`config.mk`:
```
export PLATFORM = sky130hd
export DESIGN_NAME = seg_display_scheduler
export DESIGN_NICKNAME = d
export VERILOG_FILES = /design/src/rtl/seg_display_scheduler_pkg.sv /design/src/rtl/seg_display_scheduler_hex_to_seg7.sv /design/src/rtl/seg_display_scheduler.sv
export SDC_FILE = /design/constraint.sdc
export NUM_CORES = 1
export LEC_CHECK = 0
export BUFFER_PORTS_ARGS = -buffer_cell sky130_fd_sc_hd__buf_2
export CAP_MARGIN = 5
export CELL_PAD_IN_SITES_DETAIL_PLACEMENT = 0
export CELL_PAD_IN_SITES_GLOBAL_PLACEMENT = 1
export CORE_MARGIN = 2
export CORE_UTILIZATION = 40
export DETAILED_ROUTE_END_ITERATION = 8
export PLACE_DENSITY = 0.83
export SYNTH_ARGS = -nofsm -noshare
export SYNTH_HDL_FRONTEND = slang
export SYNTH_SLANG_ARGS = --single-unit
```
`constraint.sdc`:
```
create_clock -name clk -period 4.7 [get_ports clk]
set_input_delay 0.235 -clock clk [delete_from_list [all_inputs] [get_ports clk]]
set_output_delay 0.235 -clock clk [all_outputs]
set_load 0.005 [all_outputs]
```
`src/rtl/seg_display_scheduler_pkg.sv`:
```
// Shared types and constants for the 3-digit multiplexed 7-segment scheduler.
// Segment encoding is active-low {dp,g,f,e,d,c,b,a}; anodes are active-low.
package seg_display_pkg;

  typedef enum logic [1:0] {
    IDLE  = 2'd0,
    DRIVE = 2'd1,
    BLANK = 2'd2
  } state_t;

  localparam logic [2:0] DIG0    = 3'b110;
  localparam logic [2:0] DIG1    = 3'b101;
  localparam logic [2:0] DIG2    = 3'b011;
  localparam logic [2:0] DIG_OFF = 3'b111;

  localparam logic [7:0] SEG_BLANK = 8'hFF;

  // Index 0 is the rightmost entry; dp bit is always 1 (off).
  localparam logic [15:0][7:0] HEX_SEG = {
    8'h8E, 8'h86, 8'hA1, 8'hC6, 8'h83, 8'h88, 8'h98, 8'h80,
    8'hF8, 8'h82, 8'h92, 8'h99, 8'hB0, 8'hA4, 8'hF9, 8'hC0
  };

  function automatic logic [2:0] digit_anode(input logic [1:0] digit);
    case (digit)
      2'd0:    digit_anode = DIG0;
      2'd1:    digit_anode = DIG1;
      2'd2:    digit_anode = DIG2;
      default: digit_anode = DIG_OFF;
    endcase
  endfunction

endpackage

```
`src/rtl/seg_display_scheduler_hex_to_seg7.sv`:
```
// Combinational hex nibble to active-low 7-segment pattern (dp off).
module hex_to_seg7
  import seg_display_pkg::*;
(
  input  logic [3:0] i_nibble,
  output logic [7:0] o_seg
);

  assign o_seg = HEX_SEG[i_nibble];

endmodule

```
`src/rtl/seg_display_scheduler.sv`:
```
// Round-robin owner of a 3-digit multiplexed display with blanking guard between digits.
// Optional macro LEADING_ZERO_BLANK_EN blanks leading zero digits 2 and 1.
module seg_display_scheduler
  import seg_display_pkg::*;
#(
  parameter int SCAN_DIV     = 32768,
  parameter int BLANK_CYCLES = 256,
  parameter int SLICE_FRAMES = 512
) (
  input  logic        clk,
  input  logic        reset,
  input  logic        req0,
  input  logic [11:0] val0,
  input  logic        req1,
  input  logic [11:0] val1,
  output logic [1:0]  grant,
  output logic [2:0]  anodes,
  output logic [7:0]  cathodes,
  output logic        frame_done
);

  localparam int SLOT_W  = $clog2(SCAN_DIV);
  localparam int SLICE_W = $clog2(SLICE_FRAMES + 1);

  localparam logic [SLOT_W-1:0]  DRIVE_LAST = SLOT_W'(SCAN_DIV - BLANK_CYCLES - 1);
  localparam logic [SLOT_W-1:0]  BLANK_LAST = SLOT_W'(BLANK_CYCLES - 1);
  localparam logic [SLICE_W-1:0] SLICE_MAX  = SLICE_W'(SLICE_FRAMES);

  state_t              r_state;
  logic [SLOT_W-1:0]   r_slot;
  logic [1:0]          r_digit;
  logic [SLICE_W-1:0]  r_slice;
  logic                r_rr;
  logic [1:0]          r_grant;
  logic [11:0]         r_snap;
  logic [2:0]          r_anodes;
  logic [7:0]          r_cathodes;
  logic                r_frame_done;

  state_t              w_state_next;
  logic [SLOT_W-1:0]   w_slot_next;
  logic [1:0]          w_digit_next;
  logic [SLICE_W-1:0]  w_slice_next;
  logic                w_rr_next;
  logic [1:0]          w_grant_next;
  logic [11:0]         w_snap_next;
  logic [2:0]          w_anodes_next;
  logic [7:0]          w_cathodes_next;
  logic                w_frame_done_next;

  logic                w_owner;
  logic                w_own_req;
  logic                w_oth_req;
  logic                w_idle_winner;
  logic [SLICE_W-1:0]  w_slice_inc;
  logic                w_switch;
  logic [3:0]          w_nibble;
  logic [7:0]          w_seg;
  logic                w_lz_blank;

  assign w_owner       = r_grant[1];
  assign w_own_req     = w_owner ? req1 : req0;
  assign w_oth_req     = w_owner ? req0 : req1;
  assign w_idle_winner = (req0 && req1) ? r_rr : req1;
  assign w_slice_inc   = (r_slice == SLICE_MAX) ? SLICE_MAX : r_slice + 1'b1;
  // Hand over when the owner's slice is used up, or immediately if the owner let go.
  assign w_switch      = w_oth_req && (!w_own_req || (w_slice_inc == SLICE_MAX));

  always_comb begin
    w_state_next = r_state;
    w_slot_next  = r_slot;
    w_digit_next = r_digit;
    w_slice_next = r_slice;
    w_rr_next    = r_rr;
    w_grant_next = r_grant;
    w_snap_next  = r_snap;
    case (r_state)
      IDLE: begin
        if (req0 || req1) begin
          w_state_next = DRIVE;
          w_slot_next  = '0;
          w_digit_next = 2'd0;
          w_slice_next = '0;
          w_grant_next = w_idle_winner ? 2'b10 : 2'b01;
          w_rr_next    = ~w_idle_winner;
          w_snap_next  = w_idle_winner ? val1 : val0;
        end
      end
      DRIVE: begin
        if (r_slot == DRIVE_LAST) begin
          w_state_next = BLANK;
          w_slot_next  = '0;
        end else begin
          w_slot_next = r_slot + 1'b1;
        end
      end
      BLANK: begin
        if (r_slot != BLANK_LAST) begin
          w_slot_next = r_slot + 1'b1;
        end else if (r_digit != 2'd2) begin
          w_slot_next  = '0;
          w_digit_next = r_digit + 2'd1;
          w_state_next = DRIVE;
        end else begin
          w_slot_next  = '0;
          w_digit_next = 2'd0;
          w_state_next = DRIVE;
          w_slice_next = w_slice_inc;
          if (w_switch) begin
            w_grant_next = w_owner ? 2'b01 : 2'b10;
            w_rr_next    = w_owner;
            w_slice_next = '0;
            w_snap_next  = w_owner ? val0 : val1;
          end else if (!w_own_req) begin
            w_state_next = IDLE;
            w_grant_next = 2'b00;
            w_slice_next = '0;
          end else begin
            w_snap_next = w_owner ? val1 : val0;
          end
        end
      end
      default: begin
        w_state_next = IDLE;
        w_grant_next = 2'b00;
      end
    endcase
  end

  // Outputs are derived from the next-state values so the registered pins line up with r_state.
  always_comb begin
    case (w_digit_next)
      2'd0:    w_nibble = w_snap_next[3:0];
      2'd1:    w_nibble = w_snap_next[7:4];
      default: w_nibble = w_snap_next[11:8];
    endcase
  end

  hex_to_seg7 u_hex_to_seg7 (
    .i_nibble (w_nibble),
    .o_seg    (w_seg)
  );

`ifdef LEADING_ZERO_BLANK_EN
  assign w_lz_blank = ((w_digit_next == 2'd2) && (w_snap_next[11:8] == 4'd0)) ||
                      ((w_digit_next == 2'd1) && (w_snap_next[11:4] == 8'd0));
`else
  assign w_lz_blank = 1'b0;
`endif

  always_comb begin
    w_anodes_next     = DIG_OFF;
    w_cathodes_next   = SEG_BLANK;
    w_frame_done_next = 1'b0;
    if (w_state_next == DRIVE) begin
      w_anodes_next   = digit_anode(w_digit_next);
      w_cathodes_next = w_lz_blank ? SEG_BLANK : w_seg;
    end
    if ((w_state_next == BLANK) && (w_digit_next == 2'd2) && (w_slot_next == BLANK_LAST)) begin
      w_frame_done_next = 1'b1;
    end
  end

  always_ff @(posedge clk) begin
    if (reset) begin
      r_state      <= IDLE;
      r_slot       <= '0;
      r_digit      <= 2'd0;
      r_slice      <= '0;
      r_rr         <= 1'b0;
      r_grant      <= 2'b00;
      r_snap       <= 12'h000;
      r_anodes     <= DIG_OFF;
      r_cathodes   <= SEG_BLANK;
      r_frame_done <= 1'b0;
    end else begin
      r_state      <= w_state_next;
      r_slot       <= w_slot_next;
      r_digit      <= w_digit_next;
      r_slice      <= w_slice_next;
      r_rr         <= w_rr_next;
      r_grant      <= w_grant_next;
      r_snap       <= w_snap_next;
      r_anodes     <= w_anodes_next;
      r_cathodes   <= w_cathodes_next;
      r_frame_done <= w_frame_done_next;
    end
  end

  assign grant      = r_grant;
  assign anodes     = r_anodes;
  assign cathodes   = r_cathodes;
  assign frame_done = r_frame_done;

endmodule
```
# --- Word level (Yosys, flattened, before mapping) ---
# Memory sizes are Yosys's and may differ from the RTL's. A register that Yosys moved wholly into a read port is not among the register bits.
# Index checks and enable logic that the tools add are counted.
totals:
  inputBits: 28
  out_inout_bits: 14
  mem_count: 1
  elab_cells: 97
  ff_bits: 48
  romBits: 128
mem_list:
  columns: ["memory", "words", "width", "read_ports", "rd_clocked_by_memory_dff", "write_ports", "line", "source"]
  rows:
  - ["(no name shown)", 16, 8, 1, 1, 0, "seg_display_scheduler_hex_to_seg7.sv:9", "assign o_seg = HEX_SEG[i_nibble];"]
op_classes:
  bitwise: 3
  n_reduce_logical: 14
  n_eq_ne: 17
  muxes: 50
  n_addsub: 3
op_table:
  columns: ["cell", "count"]
  rows:
  - ["2-to-1 mux 12 bit", 8]
  - ["2-to-1 mux 10 bit", 6]
  - ["2-to-1 mux 15 bit", 3]
  - ["case mux 15 bit (3 select lines)", 1]
  - ["2-to-1 mux 2 bit", 13]
  - ["case mux 12 bit (2 select lines)", 1]
  - ["== test 10 bit (second input constant)", 2]
  - ["case mux 10 bit (2 select lines)", 1]
  - ["adder 15 x 1 -> 15 bit (second input constant)", 1]
  - ["== test 15 bit (second input constant)", 1]
  - ["== test 15 x 8 -> 1 bit (second input constant)", 1]
  - ["inequality test 15 x 8 -> 1 bit (second input constant)", 1]
  - ["case mux 2 bit (3 select lines)", 2]
  - ["2-to-1 mux 1 bit", 11]
  - ["adder 10 x 1 -> 10 bit (second input constant)", 1]
  - ["inequality test 2 bit (second input constant)", 5]
  - ["AND reduction 5 bit", 2]
  - ["case mux 3 bit (3 select lines)", 1]
  - ["case mux 4 bit (2 select lines)", 1]
  - ["== test 2 x 1 -> 1 bit (second input constant)", 3]
  - ["== test 2 bit (second input constant)", 3]
  - ["logical AND 1 bit", 4]
  - ["zero test 2 bit", 2]
  - ["case mux 2 bit (2 select lines)", 1]
  - ["9 further kinds", 12]

# --- Logic depth before layout (Yosys ltp) ---
# Gate-level depths: netlist of the first run.
depth:
  ltp_word: 13
  depth_mapped: 17
  depth_no_buf: 15

# --- Cells and area by module ---
# From an unflattened synthesis of the first run, not the netlist that was laid out.
hier_totals:
  hier_cells: 546
  hier_area_um2: 4181.5
by_module_without_submodules:
  columns: ["module", "seq_area_each_um2", "instances", "area_each_um2", "cells_each"]
  rows:
  - ["seg_display_scheduler", 1121.1, 1, 3902.5, 509]
  - ["hex_to_seg7", 0.0, 1, 279.0, 37]

# --- Least setup slack after synthesis of the first run ---
# No wires, ideal clock.
synth_path:
  kind: "register to register"
  startpoint: "register r_slice[0]"
  endpoint: "register r_cathodes[6], in the netlist cathodes[6]"
  slack_ns: 1.034
  t_arrival_ns: 3.544
  n_path_buf: 1
  path_stages_with_launch: 15
  path_cell_list: "dfxtp_1 > inv_1 > ha_1 > or3_1 > a221o_1 > o31a_1 > or2_1 > buf_2 > o221ai_1 > o21ai_2 > o21ai_1 > inv_1 > ha_1 > mux2_2 > a221o_1"
synth_via:
  elab_chain_cells: 12
  elab_cells_between_ends: 18
  classes_between: "add/sub: 1; eq/ne: 3; mux: 10; bitwise: 1; reduce/logical: 3"
synth_lines:
  columns: ["item", "line", "source"]
  rows:
  - ["from (decl)", "seg_display_scheduler.sv:32", "logic [SLICE_W-1:0] r_slice;"]
  - ["from (signal assigned)", "seg_display_scheduler.sv:180", "r_slice <= w_slice_next;"]
  - ["adder 10 x 1 -> 10 bit or == test 10 bit (tied branches)", "seg_display_scheduler.sv:65", "assign w_slice_inc = (r_slice == SLICE_MAX) ? SLICE_MAX : r_slice + 1'b1;"]
  - ["2-to-1 mux 10 bit (*)", "seg_display_scheduler.sv:65", null]
  - ["== test 10 bit (*)", "seg_display_scheduler.sv:67", "assign w_switch = w_oth_req && (!w_own_req || (w_slice_inc == SLICE_MAX));"]
  - ["logical OR 1 bit (*)", "seg_display_scheduler.sv:67", null]
  - ["logical AND 1 bit (*)", "seg_display_scheduler.sv:67", null]
  - ["2-to-1 mux 1 bit", "seg_display_scheduler.sv:109", "if (w_switch) begin"]
  - ["2-to-1 mux 1 bit", "seg_display_scheduler.sv:100", "end else if (r_digit != 2'd2) begin"]
  - ["2-to-1 mux 2 bit", "seg_display_scheduler.sv:98", "if (r_slot != BLANK_LAST) begin"]
  - ["case mux 2 bit (3 select lines)", "seg_display_scheduler.sv:77", "case (r_state)"]
  - ["== test 2 x 1 -> 1 bit", "seg_display_scheduler.sv:155", "if (w_state_next == DRIVE) begin"]
  - ["inverter 1 bit (no source line)", null, null]
  - ["OR reduction 2 bit (no source line)", null, null]
  - ["to (decl)", "seg_display_scheduler.sv:37", "logic [7:0] r_cathodes;"]
# Mark *: on every way between the ends. The rest lies on a longest branch, timed or not.
# A chain may end at the register's enable or synchronous reset.

# --- Worst setup path in the final report of the first run ---
# Ends and elaborated chain as after synthesis.

==> results of run 1 <==
## worst min-delay path by stage
| stage | from | end | slack, ns | cells after the start |
|---|---|---|---|---|
| 4_1_cts | val1[4] | r_snap[4] | 0.30 | 3 |
| 3_3_place_gp | grant[0] | grant[0] | 0.45 | 2 |
| 2_1_floorplan | reset | r_state[1] | 0.32 | 1 |
| 6_report | val1[5] | r_snap[5] | 0.30 | 3 |
| 3_5_place_dp | grant[0] | grant[0] | 0.46 | 2 |
| 5_1_grt | val1[4] | r_snap[4] | 0.32 | 3 |
## power groups by stage
stage                     Sequential, mW  Clock (mW)  Combinational, mW
after global routing               0.507       0.312              0.294
after detailed placement           0.514           0              0.261
after floorplan                    0.512           0              0.187
after CTS                          0.504       0.296              0.263
final                              0.504       0.291              0.265
after global placement             0.513           0              0.257
## layer usage
metal	routed length, um	part of all wire (%)	GRT usage [%]
met4	157	1.3	5.95
met3	620	5.0	2.85
met1	5900	48	30.5
met2	5730	46	34.7
met5	0	0	0
## logic make-up after synthesis
kind of cell	share of synthesized area (%)
adder cells (fa/ha/maj)	2.34
buffers and inverters	5.96
multiplexers	6.93
flip-flops	25.7
other	0.0876
XOR/XNOR	1.64
AND/OR/NAND/NOR	28.8
AO/OA/AOI/OAI	28.6
## layout make-up
cell class	count	area (um^2)
multi-input cells	463	2930
flip-flops and latches	55	1100
clock buffers	5	68.8
clock inverters	3	23.8
repair buffers	50	275
fillers	1084	5750
inverters	16	60.1
well taps	136	170
## stage by stage
step           utilization (%)  setup slack [ns]
4_1_cts                   44.6             0.627
6_report                  44.6             0.572
3_3_place_gp              43.7             0.811
5_1_grt                   44.6             0.245
2_1_floorplan                -              1.03
3_5_place_dp              43.7             0.657
## synthesized netlist by cell type, drive strengths merged (4+ instances only)
cell type	count
dfxtp	55
nor2	54
o21ai	51
nand2	50
a21oi	43
clkbuf	28
mux2i	24
nand3	22
inv	16
buf	13
nor3	13
and3	12
or3	12
nand2b	10
a31oi	9
nand4	9
o31a	9
and2	8
ha	8
o2111ai	8
nor4	7
o221ai	7
nand3b	6
nand4b	6
or2	6
xnor2	6
a211oi	5
a221o	5
mux2	5
nor2b	5
nor4b	5
o21a	5
o22ai	5
o31ai	5
a22oi	4
and4	4
o211ai	4
## state kept, by name, indices dropped and copies added, names as in the netlist
register and flops:
r_slice 10, frame_done 1, grant 2, r_snap 12, cathodes 7, r_state 2
anodes 3, r_rr 1, r_slot 15, r_digit 2
## critical path, stage by stage (launching register included)
cell       delay, ns
dfxtp_1         0.46
inv_1           0.10
ha_1            0.31
or3_1           0.40
a221o_1         0.42
o31a_1          0.37
or2_1           0.34
o2111ai_1       0.34
nand3_1         0.12
o21ai_1         0.23
inv_1           0.12
ha_1            0.25
mux2_2          0.27
a221o_1         0.29
==> impl_metrics.ini, run 1 <==
[timing]
whs_ns = 0.305
finClkSkew_ns = 0.0135
worst_pin_slew_ns = 1.11
tns_ns = 0
fmax_mhz = 242
setup_viol = 0
drv_slew = 0
slew_headroom_pct = 25.6
period_needed_ns = 4.13
finalCritPeriodShare_pct = 87.8
rsz0062_at_grt = no
hold_violations = 0

[layout]
stdcell_area_um2 = 4620
fin_nets = 627
final_cells = 728
final_cell_mix = dfxtp_1, nor2_1, o21ai_0, nand2_1, a21oi_1
drive_above_1_share_pct = 13.2
layout_commonest_cell = dfxtp_1
diodes = 0
area_growth_pct = 8.01

[global_route]
grt_pass1_wl_um = 20300
grt_start_max_net_pins = 41
antenna_found_initial = 0
overflow = 0
grt_pass1_vias = 4118
grt.total_usage_pct = 21.7

[synthesis]
synth-seq-cells = 55
synth_nets = 611
synth_top_cell_area_share_pct = 25.7
synth_edf_count = 0
synth.top_cells.by_area = dfxtp_1, mux2i_1, o21ai_0, a21oi_1, nor2_1
synth_area_um2 = 4280
synth_area_per_cell_um2 = 7.45
synthArstFlopShare_pct = 0
ys_seq_area_share_pct = 25.7
yosysTopAreaCell = dfxtp_1
synth-main-ff-cell = dfxtp_1
synth_cell_types = 72
yosysWarnings = 0
synthCells = 575

[routing]
drc = 0
post_drt_wl_per_cell_um = 17.0
drt_wl_total_um = 12400
first_iter_violations = 407
antenna_left = 0
first_pass_iters = 5
vias = 4468
vias_per_cell = 6.14

[pwr]
p_leak_nw = 1.72
ir_worst_vdd_mv = 0.147
swShare_pct = 33.7
combPwrFrac_pct = 25.0
p_seq_share_pct = 47.5
p_int_mw = 0.703
pwr-share-clk_pct = 27.5
p_per_area_nw_per_um2 = 229
total_power_mw = 1.06
p_switching_mw = 0.357

[cts]
cts_made_buffers = 5
cts_hold_buf = 0
cts_tree = yes
clockBufferDepth = 2
cts_resized = 0
root_buffer = clkbuf_8
clkSlewWorstSetupHoldPaths_ns = 0.12
h-tree-depth = 2
clock-sinks = 55
postCtsSetupRepairBufs = 0
clock_latency_ns = 0.33

[floorplanning]
fp.dieArea_um2 = 11500
die_x_um = 107
row_count = 37
ios = 42
coreArea_um2 = 10400
die_h_um = 107
initial_core_util_pct = 41.3

[min_path]
hold_class = primary input to flop

[placement]
place_inst = 720
placed_cell_area_um2 = 4530
port_buffers = 40
place_congestion = 0.913
hpwl_um = 8860

[setup_path]
path_class = flop to flop
r2r-end = cathodes[6]
r2r_cells = 13
startpoint = r_slice[0]
r2r-start = r_slice[0]
cp_max_fo = 8
crit_end = cathodes[6]
cp-end-kind = flop
critPathRequiredTime_ns = 4.92
crit_arrival_ns = 4.34
reg2reg_slack_ns = 0.57
worstSetupStartpointType = flop

[flow_run]
cap_violations = 0

[run_status]
outcome = complete, no violations
Note: power is estimated with default switching activity, not from simulation.
==> run 2: changes to the inputs <==
- CORE_ASPECT_RATIO: not set -> 1.4
==> run 2 against run 1 <==
Global-route usage fell by 0.27 points. Die area rose by 0.10%. Clock skew is 0.0030 ns lower. Register-to-register slack lost 0.03 ns. Cell area up 1.5%. Power is 8.9% higher. Combinational power about the same. Largest cell class unchanged. Flip-flop and latch count unchanged. Routed wire length increased by 0.23%. Critical path depth did not move. Count of clock-buffer cells in the layout is 1 higher. Non-clock buffer count grew 2.
==> impl_metrics.ini, run 2 (same netlist as run 1, synthesis figures left out) <==
[routing]
post_drt_wl_per_cell_um = 17.0
wl_met1_um = 5310
vias = 4434
antenna_left = 0
topRoutingLayerUsed = met4
first_iter_violations = 297
vias_per_cell = 6.06
dr_wl_met2_um = 6110
drt_wl_total_um = 12400
drc = 0
first_pass_iters = 5
met3_length_um = 619

[timing]
hold_violations = 0
finalCritPeriodShare_pct = 88.5
finClkSkew_ns = 0.0105
worst_pin_slew_ns = 0.858
rsz0062_at_grt = no
tns_ns = 0
setup_viol = 0
fmax_mhz = 240
drv_slew = 0
slew_headroom_pct = 42.4
period_needed_ns = 4.16

[layout]
n_fill_cell = 1089
reg_top3 = r_slot: 15 flops, r_snap: 12 flops, r_slice: 10 flops
post-route-util_pct = 45.1
largest_reg_flops = 15
diodes = 0
regMostFlops = r_slot
fin_nets = 629
seq_area_um2 = 1100
final_cells = 732
area_growth_pct = 9.64
drive_above_1_share_pct = 13.3
multi_input_area_um2 = 2930
layout_commonest_cell = dfxtp_1
final_cell_mix = dfxtp_1, nor2_1, o21ai_0, nand2_1, a21oi_1

[min_path]
hold_class = primary input to flop
min_delay_path_depth = 3
hp-start = val1[4]
worstHoldEndpoint = r_snap[4]

[setup_path]
worstSetupStartpointType = flop
r2r-end = cathodes[6]
reg2reg_slack_ns = 0.54
cp-end-kind = flop
cp_max_fo = 8
crit_arrival_ns = 4.35
critPathRequiredTime_ns = 4.89
r2r_cells = 13
path_class = flop to flop
r2r-start = r_slice[0]

[global_route]
overflow = 0
grt_start_max_net_pins = 41
antenna_found_initial = 0
grt_pass1_vias = 4295
grt.total_usage_pct = 21.4
grt_pass1_wl_um = 20500

[cts]
cts_resized = 0
cts_hold_buf = 0
clock-sinks = 55
clockBufferDepth = 2
cts_made_buffers = 5
clkSlewWorstSetupHoldPaths_ns = 0.08
h-tree-depth = 2
clock_latency_ns = 0.30
postCtsSetupRepairBufs = 0
root_buffer = clkbuf_16
cts_tree = yes

[floorplanning]
fp.dieArea_um2 = 11600
initial_core_util_pct = 41.1
coreArea_um2 = 10400
ios = 42
row_count = 44
die_h_um = 126
die_x_um = 91.4

[placement]
port_buffers = 40
hpwl_um = 8930
place_congestion = 0.917
place_inst = 724

[flow_run]
cap_violations = 0

[pwr]
p_per_area_nw_per_um2 = 246
ir_worst_vdd_mv = 0.136
p_leak_nw = 1.75

[run_status]
outcome = complete, no violations
-- run 2: where the power goes --
group / internal, mW / switching, mW / leakage (nW)
registers: 0.490 / 0.0144 / 0.449
logic: 0.106 / 0.156 / 1.24
clock network: 0.201 / 0.188 / 0.0675
-- run 2: per-layer routing --
layer,GRT usage [%],vias to the layer above
met5,0,-
met2,37.5,151
li1,-,2191
met1,26.5,2063
met3,2.38,29
met4,8.65,0
-- run 2: final cells by class --
| cell class | count | area share (%) |
|---|---|---|
| well taps | 138 | 3.68 |
| clock inverters | 2 | 0.346 |
| repair buffers | 52 | 6.18 |
| multi-input cells | 463 | 62.3 |
| clock buffers | 6 | 2.75 |
| inverters | 16 | 1.28 |
| flip-flops and latches | 55 | 23.5 |
-- run 2: worst max-delay path, cell delays in order (launching register included) --
cell	delay (ns)
dfxtp_1	0.45
inv_1	0.11
ha_1	0.31
or3_1	0.39
a221o_1	0.42
o31a_1	0.37
or2_1	0.33
o2111ai_1	0.35
nand3_1	0.12
o21ai_1	0.25
inv_1	0.13
ha_1	0.25
mux2_2	0.27
a221o_1	0.29
-- run 2: stage by stage --
step	hold slack [ns]	setup slack, ns	cell area (um^2)	power, mW
2_1_floorplan	0.319	1.03	4280	0.699
3_3_place_gp	0.446	0.801	4550	0.771
3_5_place_dp	0.458	0.659	4550	0.773
4_1_cts	0.340	0.611	4690	1.16
5_1_grt	0.409	0.348	4690	1.22
6_report	0.345	0.541	4690	1.15
-- run 2: how the worst max path moves through the flow --
| stage | startpoint | endpoint |
|---|---|---|
| global placement | r_slice[0] | cathodes[6] |
| detailed placement | r_slice[0] | cathodes[6] |
| floorplan | r_slice[0] | cathodes[6] |
| global route | r_slice[0] | cathodes[6] |
| CTS | r_slice[0] | cathodes[6] |
| finish | r_slice[0] | cathodes[6] |
==> run 3: changes to the inputs <==
- clock period: 4.7 -> 5.2 ns (I/O delays scaled with it)
==> run 3 against run 2 <==
Clock skew fell by 0.0042 ns. Non-clock buffer count fell by 5. First-iteration DRC count rose by 14%. Largest cell class unchanged. Critical path type unchanged.
==> impl_metrics.ini, run 3 (same netlist as run 1, synthesis figures left out) <==
[setup_path]
critPathRequiredTime_ns = 5.39
crit_arrival_ns = 4.34
worstSetupStartpointType = flop
cp_cell_sequence = ha_1, and4_1, nand4_1, or3_1, nand3_1, o21ai_0, nand2b_1, o221ai_1, and2_1, inv_1, ha_1, mux2_2, a221o_1
path_class = flop to flop
crit_buf_inv = 1
cp-end-kind = flop
timing.critical_path.slowest_stage_cell = or3_1
cp_max_fo = 12
critPathMaxStageDelay_ns = 0.70
path_delay_family = simple AND/OR/NAND/NOR gates
worst_path_most_repeated_cell = ha_1

[global_route]
grt.total_usage_pct = 20.8
grtUsageMet2_pct = 35.0
grt_pass1_wl_um = 20000
use_met1_pct = 26.3
overflow = 0
grt_start_max_net_pins = 41
busiest_layer = met2
grt_pass1_vias = 4086
met3_usage_pct = 3.33
antenna_found_initial = 0

[routing]
first_pass_iters = 5
vias_per_cell = 6.09
post_drt_wl_per_cell_um = 16.7
antenna_left = 0
drt_wl_total_um = 12100
drc = 0
first_iter_violations = 338
vias = 4424

[floorplanning]
initial_core_util_pct = 41.1
row_count = 44
ios = 42
die_x_um = 91.4
coreArea_um2 = 10400
fp.dieArea_um2 = 11600
die_h_um = 126

[timing]
fmax_mhz = 241
slew_headroom_pct = 45.1
hold_violations = 0
whs_ns = 0.389
worst_slack_ns = 1.05
finClkSkew_ns = 0.00631
setup_viol = 0
period_needed_ns = 4.15
drv_slew = 0
finalCritPeriodShare_pct = 79.8
worst_pin_slew_ns = 0.822
tns_ns = 0
rsz0062_at_grt = no

[cts]
cts_resized = 0
cts_made_buffers = 5
cts_hold_buf = 0
postCtsSetupRepairBufs = 0
h-tree-depth = 2
clockBufferDepth = 2
clock-sinks = 55
root_buffer = clkbuf_16
cts_tree = yes
clkSlewWorstSetupHoldPaths_ns = 0.07
clock_latency_ns = 0.30

[layout]
seq_area_um2 = 1100
diodes = 0
stdcell_area_um2 = 4650
reg_top3 = r_slot: 15 flops, r_snap: 12 flops, r_slice: 10 flops
final_cell_mix = dfxtp_1, nor2_1, o21ai_0, nand2_1, a21oi_1
layout_commonest_cell = dfxtp_1
drive_above_1_share_pct = 12.6
largest_reg_flops = 15
fin_nets = 624
regMostFlops = r_slot
final_cells = 727
area_growth_pct = 8.68
n_fill_cell = 1056
multi_input_area_um2 = 2930

[placement]
place_ws_ns = 1.11
place_congestion = 0.871
placed_cell_area_um2 = 4510
hpwl_um = 8640
place_inst = 719
port_buffers = 40

[flow_run]
cap_violations = 0

[run_status]
outcome = complete, no violations

[min_path]
hold_class = primary input to flop

[pwr]
p_leak_nw = 1.73
ir_worst_vdd_mv = 0.130
p_per_area_nw_per_um2 = 222
==> run 3: routing by layer <==
metal  part of all wire [%]  wire (um)
met5                      0          0
met2                     49       5940
met4                    2.3        274
met1                     44       5330
met3                    4.7        564
==> run 3: tightest hold or removal path, delay by kind of cell <==
family	cells	cell delay, ns
buffers and inverters	1	0.11
AO/OA/AOI/OAI	2	0.27
==> run 3: final timing paths <==
path              startpoint           to  slack [ns]  depth (start not counted)
setup / recovery   r_slot[0]  cathodes[6]        1.05                         13
hold / removal       val1[4]    r_snap[4]        0.39                          3
setup reg to reg   r_slot[0]  cathodes[6]        1.05                         13
hold reg to reg     grant[0]     grant[0]        0.47                          2
==> run 3: area by class of cell <==
cell class                      instances  share of cell area (%)
Clock inverter                          2                   0.269
Sequential cell                        55                    23.7
Timing Repair Buffer                   47                    5.43
Inverter                               16                    1.29
Tap cell                              138                    3.71
Clock buffer                            6                    2.77
Multi-Input combinational cell        463                    62.9
==> run 3: where the power goes <==
part / switching [mW] / internal (mW) / leakage (nW) / total, mW
Combinational: 0.140 / 0.0947 / 1.21 / 0.234
Clock: 0.161 / 0.179 / 0.0669 / 0.340
Sequential: 0.0156 / 0.443 / 0.449 / 0.458
==> run 3: per-stage QoR <==
stage	total power, mW	utilization, %
2_1_floorplan	0.631	-
3_3_place_gp	0.696	43.4
3_5_place_dp	0.699	43.4
4_1_cts	1.04	44.7
5_1_grt	1.09	44.7
6_report	1.03	44.7
